### config.mk
export PLATFORM = sky130hd
export DESIGN_NAME = simple_dma_controller_flat
export DESIGN_NICKNAME = d
export VERILOG_FILES = /design/src/rtl/simple_dma_controller_if.sv /design/src/rtl/simple_dma_controller.sv /design/src/flat_wrapper.sv
export SDC_FILE = /design/constraint.sdc
export NUM_CORES = 1
export LEC_CHECK = 0
export BUFFER_PORTS_ARGS = -buffer_cell sky130_fd_sc_hd__buf_2
export CAP_MARGIN = 20
export CORE_AREA = 2 2 93 95
export CTS_CLUSTER_SIZE = 25
export DETAILED_ROUTE_END_ITERATION = 12
export DIE_AREA = 0 0 95 97
export GPL_ROUTABILITY_DRIVEN = 0
export PLACE_DENSITY = 0.64
export SLEW_MARGIN = 20
export SYNTH_ARGS = -nofsm -noshare
export SYNTH_HDL_FRONTEND = slang
export SYNTH_SLANG_ARGS = --single-unit
### constraint.sdc
create_clock -name clk -period 2.3 [get_ports clk]
set_clock_uncertainty 0.1 [all_clocks]
set_input_delay 0.345 -clock clk [delete_from_list [all_inputs] [get_ports clk]]
set_output_delay 0.345 -clock clk [all_outputs]
set_load 0.02 [all_outputs]
### src/rtl/simple_dma_controller_if.sv
// Device and memory signal bundle for simple_dma_controller.
// master: the DMA controller; slave: the device/memory environment that drives it.
interface simple_dma_controller_if;
    logic        dma_rqst;
    logic        dma_rd_wr;
    logic [15:0] dma_start_address;
    logic [15:0] dma_num_words;
    logic        dev_ack;
    logic [15:0] dev_out;
    logic [15:0] dev_in;
    logic        dma_ack;
    logic        dma_end_flag;
    logic        dma_error;
    logic [15:0] mem_addr;
    logic        mem_en;
    logic [1:0]  mem_we;
    logic [15:0] mem_din;
    logic [15:0] mem_dout;
    logic        mem_ready;

    modport master (
        input  dma_rqst, dma_rd_wr, dma_start_address, dma_num_words,
               dev_ack, dev_out, mem_dout, mem_ready,
        output dev_in, dma_ack, dma_end_flag, dma_error,
               mem_addr, mem_en, mem_we, mem_din
    );

    modport slave (
        output dma_rqst, dma_rd_wr, dma_start_address, dma_num_words,
               dev_ack, dev_out, mem_dout, mem_ready,
        input  dev_in, dma_ack, dma_end_flag, dma_error,
               mem_addr, mem_en, mem_we, mem_din
    );
endinterface

### src/rtl/simple_dma_controller.sv
// Single-channel word DMA between a device handshake port and a 16-bit memory port.
// Optional WAIT_DEV timeout enabled by defining DMA_TIMEOUT_EN.
module simple_dma_controller (
    input  logic                      clk,
    input  logic                      reset,
    simple_dma_controller_if.master   bus
);
    localparam int unsigned AW = 16;
    localparam int unsigned CW = 16;
    localparam int unsigned DW = 16;

    typedef enum logic [2:0] {
        IDLE     = 3'd0,
        WAIT_DEV = 3'd1,
        MEM_REQ  = 3'd2,
        RD_WAIT  = 3'd3,
        ACK      = 3'd4,
        DONE     = 3'd5
    } state_e;

    state_e          state_q, state_d;
    logic [AW-1:0]   addr_q, addr_d;
    logic [CW-1:0]   cnt_q, cnt_d;
    logic            rd_q, rd_d;
    logic [DW-1:0]   din_q, din_d;
    logic [DW-1:0]   dev_in_q, dev_in_d;
    logic            ack_q, ack_d;
    logic            end_q, end_d;
    logic            mem_en_q, mem_en_d;
    logic [1:0]      we_q, we_d;
`ifdef DMA_TIMEOUT_EN
    localparam int unsigned TW = 8;
    logic [TW-1:0]   tmo_q, tmo_d;
    logic            err_q, err_d;
`endif

    // Next-state and datapath; output flops are decoded from the next state.
    always_comb begin
        state_d  = state_q;
        addr_d   = addr_q;
        cnt_d    = cnt_q;
        rd_d     = rd_q;
        din_d    = din_q;
        dev_in_d = dev_in_q;
`ifdef DMA_TIMEOUT_EN
        err_d    = err_q;
        tmo_d    = (state_q == WAIT_DEV) ? tmo_q + TW'(1) : '0;
`endif
        case (state_q)
            IDLE: begin
                if (bus.dma_rqst) begin
                    addr_d  = bus.dma_start_address & AW'(16'hFFFE);
                    cnt_d   = bus.dma_num_words;
                    rd_d    = bus.dma_rd_wr;
                    state_d = (bus.dma_num_words == '0) ? DONE : WAIT_DEV;
                end
            end
            WAIT_DEV: begin
                if (!bus.dma_rqst) begin
                    state_d = IDLE;
                end else if (bus.dev_ack) begin
                    state_d = MEM_REQ;
                    if (!rd_q) din_d = bus.dev_out;
                end
`ifdef DMA_TIMEOUT_EN
                else if (tmo_q == '1) begin
                    state_d = DONE;
                    err_d   = 1'b1;
                end
`endif
            end
            MEM_REQ: begin
                if (bus.mem_ready) state_d = rd_q ? RD_WAIT : ACK;
            end
            RD_WAIT: begin
                dev_in_d = bus.mem_dout;
                state_d  = ACK;
            end
            ACK: begin
                addr_d  = addr_q + AW'(2);
                cnt_d   = cnt_q - CW'(1);
                state_d = (cnt_q == CW'(1)) ? DONE : WAIT_DEV;
            end
            DONE: begin
                if (!bus.dma_rqst) begin
                    state_d = IDLE;
`ifdef DMA_TIMEOUT_EN
                    err_d   = 1'b0;
`endif
                end
            end
            default: state_d = IDLE;
        endcase

        ack_d    = (state_d == ACK);
        end_d    = (state_d == DONE);
        mem_en_d = (state_d == MEM_REQ);
        we_d     = (mem_en_d && !rd_d) ? 2'b11 : 2'b00;
    end

    always_ff @(posedge clk) begin
        if (reset) begin
            state_q  <= IDLE;
            addr_q   <= '0;
            cnt_q    <= '0;
            rd_q     <= 1'b0;
            din_q    <= '0;
            dev_in_q <= '0;
            ack_q    <= 1'b0;
            end_q    <= 1'b0;
            mem_en_q <= 1'b0;
            we_q     <= 2'b00;
`ifdef DMA_TIMEOUT_EN
            tmo_q    <= '0;
            err_q    <= 1'b0;
`endif
        end else begin
            state_q  <= state_d;
            addr_q   <= addr_d;
            cnt_q    <= cnt_d;
            rd_q     <= rd_d;
            din_q    <= din_d;
            dev_in_q <= dev_in_d;
            ack_q    <= ack_d;
            end_q    <= end_d;
            mem_en_q <= mem_en_d;
            we_q     <= we_d;
`ifdef DMA_TIMEOUT_EN
            tmo_q    <= tmo_d;
            err_q    <= err_d;
`endif
        end
    end

    assign bus.dev_in       = dev_in_q;
    assign bus.dma_ack      = ack_q;
    assign bus.dma_end_flag = end_q;
    assign bus.mem_addr     = addr_q;
    assign bus.mem_en       = mem_en_q;
    assign bus.mem_we       = we_q;
    assign bus.mem_din      = din_q;
`ifdef DMA_TIMEOUT_EN
    assign bus.dma_error    = err_q;
`else
    assign bus.dma_error    = 1'b0;
`endif
endmodule

### src/flat_wrapper.sv
// flat-port wrapper written by rule: the top's interface ports become plain ports
module simple_dma_controller_flat 
  (clk, reset, bus_dma_rqst, bus_dma_rd_wr, bus_dma_start_address, bus_dma_num_words, bus_dev_ack, bus_dev_out, bus_mem_dout, bus_mem_ready, bus_dev_in, bus_dma_ack, bus_dma_end_flag, bus_dma_error, bus_mem_addr, bus_mem_en, bus_mem_we, bus_mem_din);
  simple_dma_controller_if bus_i ();
  input  logic clk;
  input  logic reset;
  input wire logic [$bits(bus_i.dma_rqst)-1:0] bus_dma_rqst;
  input wire logic [$bits(bus_i.dma_rd_wr)-1:0] bus_dma_rd_wr;
  input wire logic [$bits(bus_i.dma_start_address)-1:0] bus_dma_start_address;
  input wire logic [$bits(bus_i.dma_num_words)-1:0] bus_dma_num_words;
  input wire logic [$bits(bus_i.dev_ack)-1:0] bus_dev_ack;
  input wire logic [$bits(bus_i.dev_out)-1:0] bus_dev_out;
  input wire logic [$bits(bus_i.mem_dout)-1:0] bus_mem_dout;
  input wire logic [$bits(bus_i.mem_ready)-1:0] bus_mem_ready;
  output wire logic [$bits(bus_i.dev_in)-1:0] bus_dev_in;
  output wire logic [$bits(bus_i.dma_ack)-1:0] bus_dma_ack;
  output wire logic [$bits(bus_i.dma_end_flag)-1:0] bus_dma_end_flag;
  output wire logic [$bits(bus_i.dma_error)-1:0] bus_dma_error;
  output wire logic [$bits(bus_i.mem_addr)-1:0] bus_mem_addr;
  output wire logic [$bits(bus_i.mem_en)-1:0] bus_mem_en;
  output wire logic [$bits(bus_i.mem_we)-1:0] bus_mem_we;
  output wire logic [$bits(bus_i.mem_din)-1:0] bus_mem_din;
  assign bus_i.dma_rqst = bus_dma_rqst;
  assign bus_i.dma_rd_wr = bus_dma_rd_wr;
  assign bus_i.dma_start_address = bus_dma_start_address;
  assign bus_i.dma_num_words = bus_dma_num_words;
  assign bus_i.dev_ack = bus_dev_ack;
  assign bus_i.dev_out = bus_dev_out;
  assign bus_i.mem_dout = bus_mem_dout;
  assign bus_i.mem_ready = bus_mem_ready;
  assign bus_dev_in = bus_i.dev_in;
  assign bus_dma_ack = bus_i.dma_ack;
  assign bus_dma_end_flag = bus_i.dma_end_flag;
  assign bus_dma_error = bus_i.dma_error;
  assign bus_mem_addr = bus_i.mem_addr;
  assign bus_mem_en = bus_i.mem_en;
  assign bus_mem_we = bus_i.mem_we;
  assign bus_mem_din = bus_i.mem_din;
  simple_dma_controller u_core (.clk(clk), .reset(reset), .bus(bus_i));
endmodule
==> results.md <==
- Outcome: finished clean
- Worst Slack Setup Final: 0.220 ns
- Largest family of logic cells by synthesized area: simple AND/OR/NAND/NOR gates
- Routed len/inst: 14.2 microns
- Fmax: 481 MHz
- Slowest stage delay, CP: 0.59 ns
- Vias per std cell: 5.29
- Adder-cell share of the synthesized area: 1.15%
- Clock latency on the worst-skew pair: 0.35 ns
- Clk root buf: clkbuf_8
- Yosys warnings: 0
- Ys flop type: dfxtp_1
- Commonest non-fill, non-tap cell in the layout: buf_2
- Die Y: 97 microns
- Worst EP required: 2.45 ns
- Antenna violations before repair: 0
- Global route total overflow: 0
- Compound-cell area share of the yosys netlist: 21.2%
- Worst slew pin tran: 0.576 ns
- Post-synthesis simple-gate area fraction: 27.3%
- LEAKAGE: 1.75 nW
- Via Count: 3398
- Hold Path Class: in -> reg
- CP Cell Sequence: or4_4, or4_4, o21ai_1, o21ai_1, a22o_1
- Setup slack after placement: 0.246 ns
- Num rows: 33
- # diodes: 0
- DRC violations left: 0
- Critical Path AT: 2.23 ns
- Multi-input gate area: 1720 sq um
- CTS max path bufs: 2
- Post-synth EDFFs: 0
- Synth async-reset ratio: 0%
- Distinct cells, synth: 59
- Hold-fix buffer count after cts: 0
- Largest net degree at the start of global routing: 36
- CP endpoint kind: flip-flop
- Initial Util: 40.3%
- Routed wire length: 9.11 mm
- Setup TNS: 0 ns
- Sequential cell area fraction in the yosys report: 43.4%
- H-tree depth: 3
- Clock sinks: 71
- Synth Register Bits: 71
- Power per cell area: 648 nW/um^2
- Core area: 8130 sq um
- Synth Area in XOR/XNOR: 1.60%
- Pwr Total: 2.71 mW
- Clk pin slew, worst setup/hold paths: 0.09 ns
- CTS tree: done
- Tcrit/Tclk final: 90.4%
- Slowest CP cell: or4_4
- Detailed Place HPWL: 6.50 mm
- First-pass GRT wire length: 14.5 mm
- Post-route ant nets: 0
- GRT Resource Usage Total: 19.5%
- Final Hold Violating Endpoints: 0
- Sequential cell area: 1420 sq um
- Tmin final: 2.08 ns
- Final core occ: 51.3%
- Setup violators final: 0
- Peak VDD IR: 0.279 mV
- RSZ-0062 raised after global routing: no
- DIE WIDTH: 95 microns
- Netlist Area Pre-Place: 3280 sq um
- Max Slew Vio Count: 0
- CTS Buf Count: 9
- Max Cap Viol: 0
- Post-CTS setup buffer count: 0
- Vias in the first global route: 3024
- Mux share of post-synthesis cell area: 0.954%
- Commonest cells after routing, fill and taps aside: buf_2 (120), nand2_1 (88), dfxtp_1 (71), a21oi_1 (55), nor2_1 (29)
- First DRT Iteration DRCs: 211
- Number of top-level design ports: 124
- Kind of critical path: reg -> reg
- DR pass1 iterations: 4
- CP startpoint kind: flip-flop
- Gate Count Post-Synth: 417
- Mean area per synthesized cell: 7.86 sq um
- Port Buf Inserts: 120
- Layout Area Growth over Synthesis: 27.4%
- Slew Limit Headroom: 61.6%
- Final #Nets: 605
- R2R Setup Slk: 0.22 ns
- FILL cells: 813
- Cts repair resizes: 0
- Share of layout cells above drive strength 1: 29.1%
- Die area: 9220 sq um
- Critical path peak fanout: 7
[logic make-up (layout without fill, tap and decap cells)]
logic type | Yosys count | count (layout)
multiplexers | 3 | 3
AND/OR/NAND/NOR | 183 | 183
adder cells (fa/ha/maj) | 3 | 3
buffers and inverters | 35 | 154
XOR/XNOR | 6 | 6
other | 1 | 2
AO/OA/AOI/OAI | 115 | 115
flip-flops | 71 | 71
[routing by layer]
| metal | GRT usage, % | wire length, microns | part of all wire (%) |
|---|---|---|---|
| met1 | 26.7 | 4260 | 47 |
| met2 | 30.5 | 4120 | 45 |
| met3 | 3.97 | 631 | 6.9 |
| met4 | 6.69 | 99 | 1.1 |
| met5 | 0 | 0 | 0 |
[synth_stat cells, types with 2 or more instances]
cell type / n / area share [%]
inv_1: 5 / 0.57
nand4_1: 6 / 1.1
nor3_1: 10 / 1.5
o21ai_0: 7 / 1.1
a21o_1: 2 / 0.46
and4_1: 4 / 1.1
xnor2_1: 5 / 1.3
a22oi_1: 8 / 1.8
clkbuf_1: 26 / 3.0
a21oi_1: 55 / 8.4
mux2i_1: 2 / 0.61
o311ai_0: 2 / 0.53
buf_4: 3 / 0.69
a211oi_1: 4 / 0.92
ha_1: 3 / 1.1
or4_1: 3 / 0.69
or3_1: 3 / 0.57
nand2b_1: 2 / 0.38
o41ai_1: 2 / 0.53
nor3_2: 2 / 0.61
o21ai_1: 7 / 1.1
a31oi_1: 6 / 1.1
o22ai_1: 8 / 1.5
nor4_1: 8 / 1.5
or4_4: 2 / 0.69
nor2b_1: 2 / 0.38
dfxtp_1: 71 / 43
nand3_1: 11 / 1.7
nor3b_1: 3 / 0.69
nand2_1: 88 / 10
nor2_1: 29 / 3.3
[flip-flops by register name, indices dropped and copies added, names as in the netlist]
signal and flops:
u_core.bus.dev_in 16, u_core.bus.dma_ack 1, u_core.bus.dma_end_flag 1, u_core.bus.mem_addr 15
u_core.bus.mem_din 16, u_core.bus.mem_en 1, u_core.bus.mem_we 1, u_core.cnt_q 16
u_core.rd_q 1, u_core.state_q 3
[path summary, 6_finish.rpt]
kind	start	to	depth (start not counted)
setup / recovery	u_core.cnt_q[7]	u_core.cnt_q[14]	5
hold / removal	bus_dma_start_address[13]	u_core.bus.mem_addr[13]	3
setup reg to reg	u_core.cnt_q[7]	u_core.cnt_q[14]	5
hold reg to reg	u_core.bus.mem_din[2]	u_core.bus.mem_din[2]	2
[area by class of cell]
type                       instances  area share (%)
clock buffer                       9            2.97
clock inverter                     7            1.53
inverter                           5           0.450
multi-input combinational        312            41.1
sequential                        71            34.0
tap                              105            3.15
timing repair buffer             133            16.7
[power by group]
part	internal [mW]	switching (mW)	leakage, nW
registers	1.28	0.0570	0.578
clock network	0.415	0.545	0.0903
logic	0.175	0.235	1.08
total	1.87	0.837	1.75
[critical path: cells and delay by family, from the launching register on]
kind | cells | cell delay, ns
AOI/OAI and AO/OA | 3 | 0.46
and+or+nand+nor | 2 | 1.05
DFF | 1 | 0.37
[per-stage QoR]
stage	hold slack [ns]	cells	area, sq um
after floorplan	0.350	418	3280
after global placement	0.339	626	3990
after detailed placement	0.344	626	3990
after CTS	0.0966	642	4180
after global routing	0.113	642	4180
final	0.109	642	4180
No activity file was read; power rests on OpenSTA's default activity.
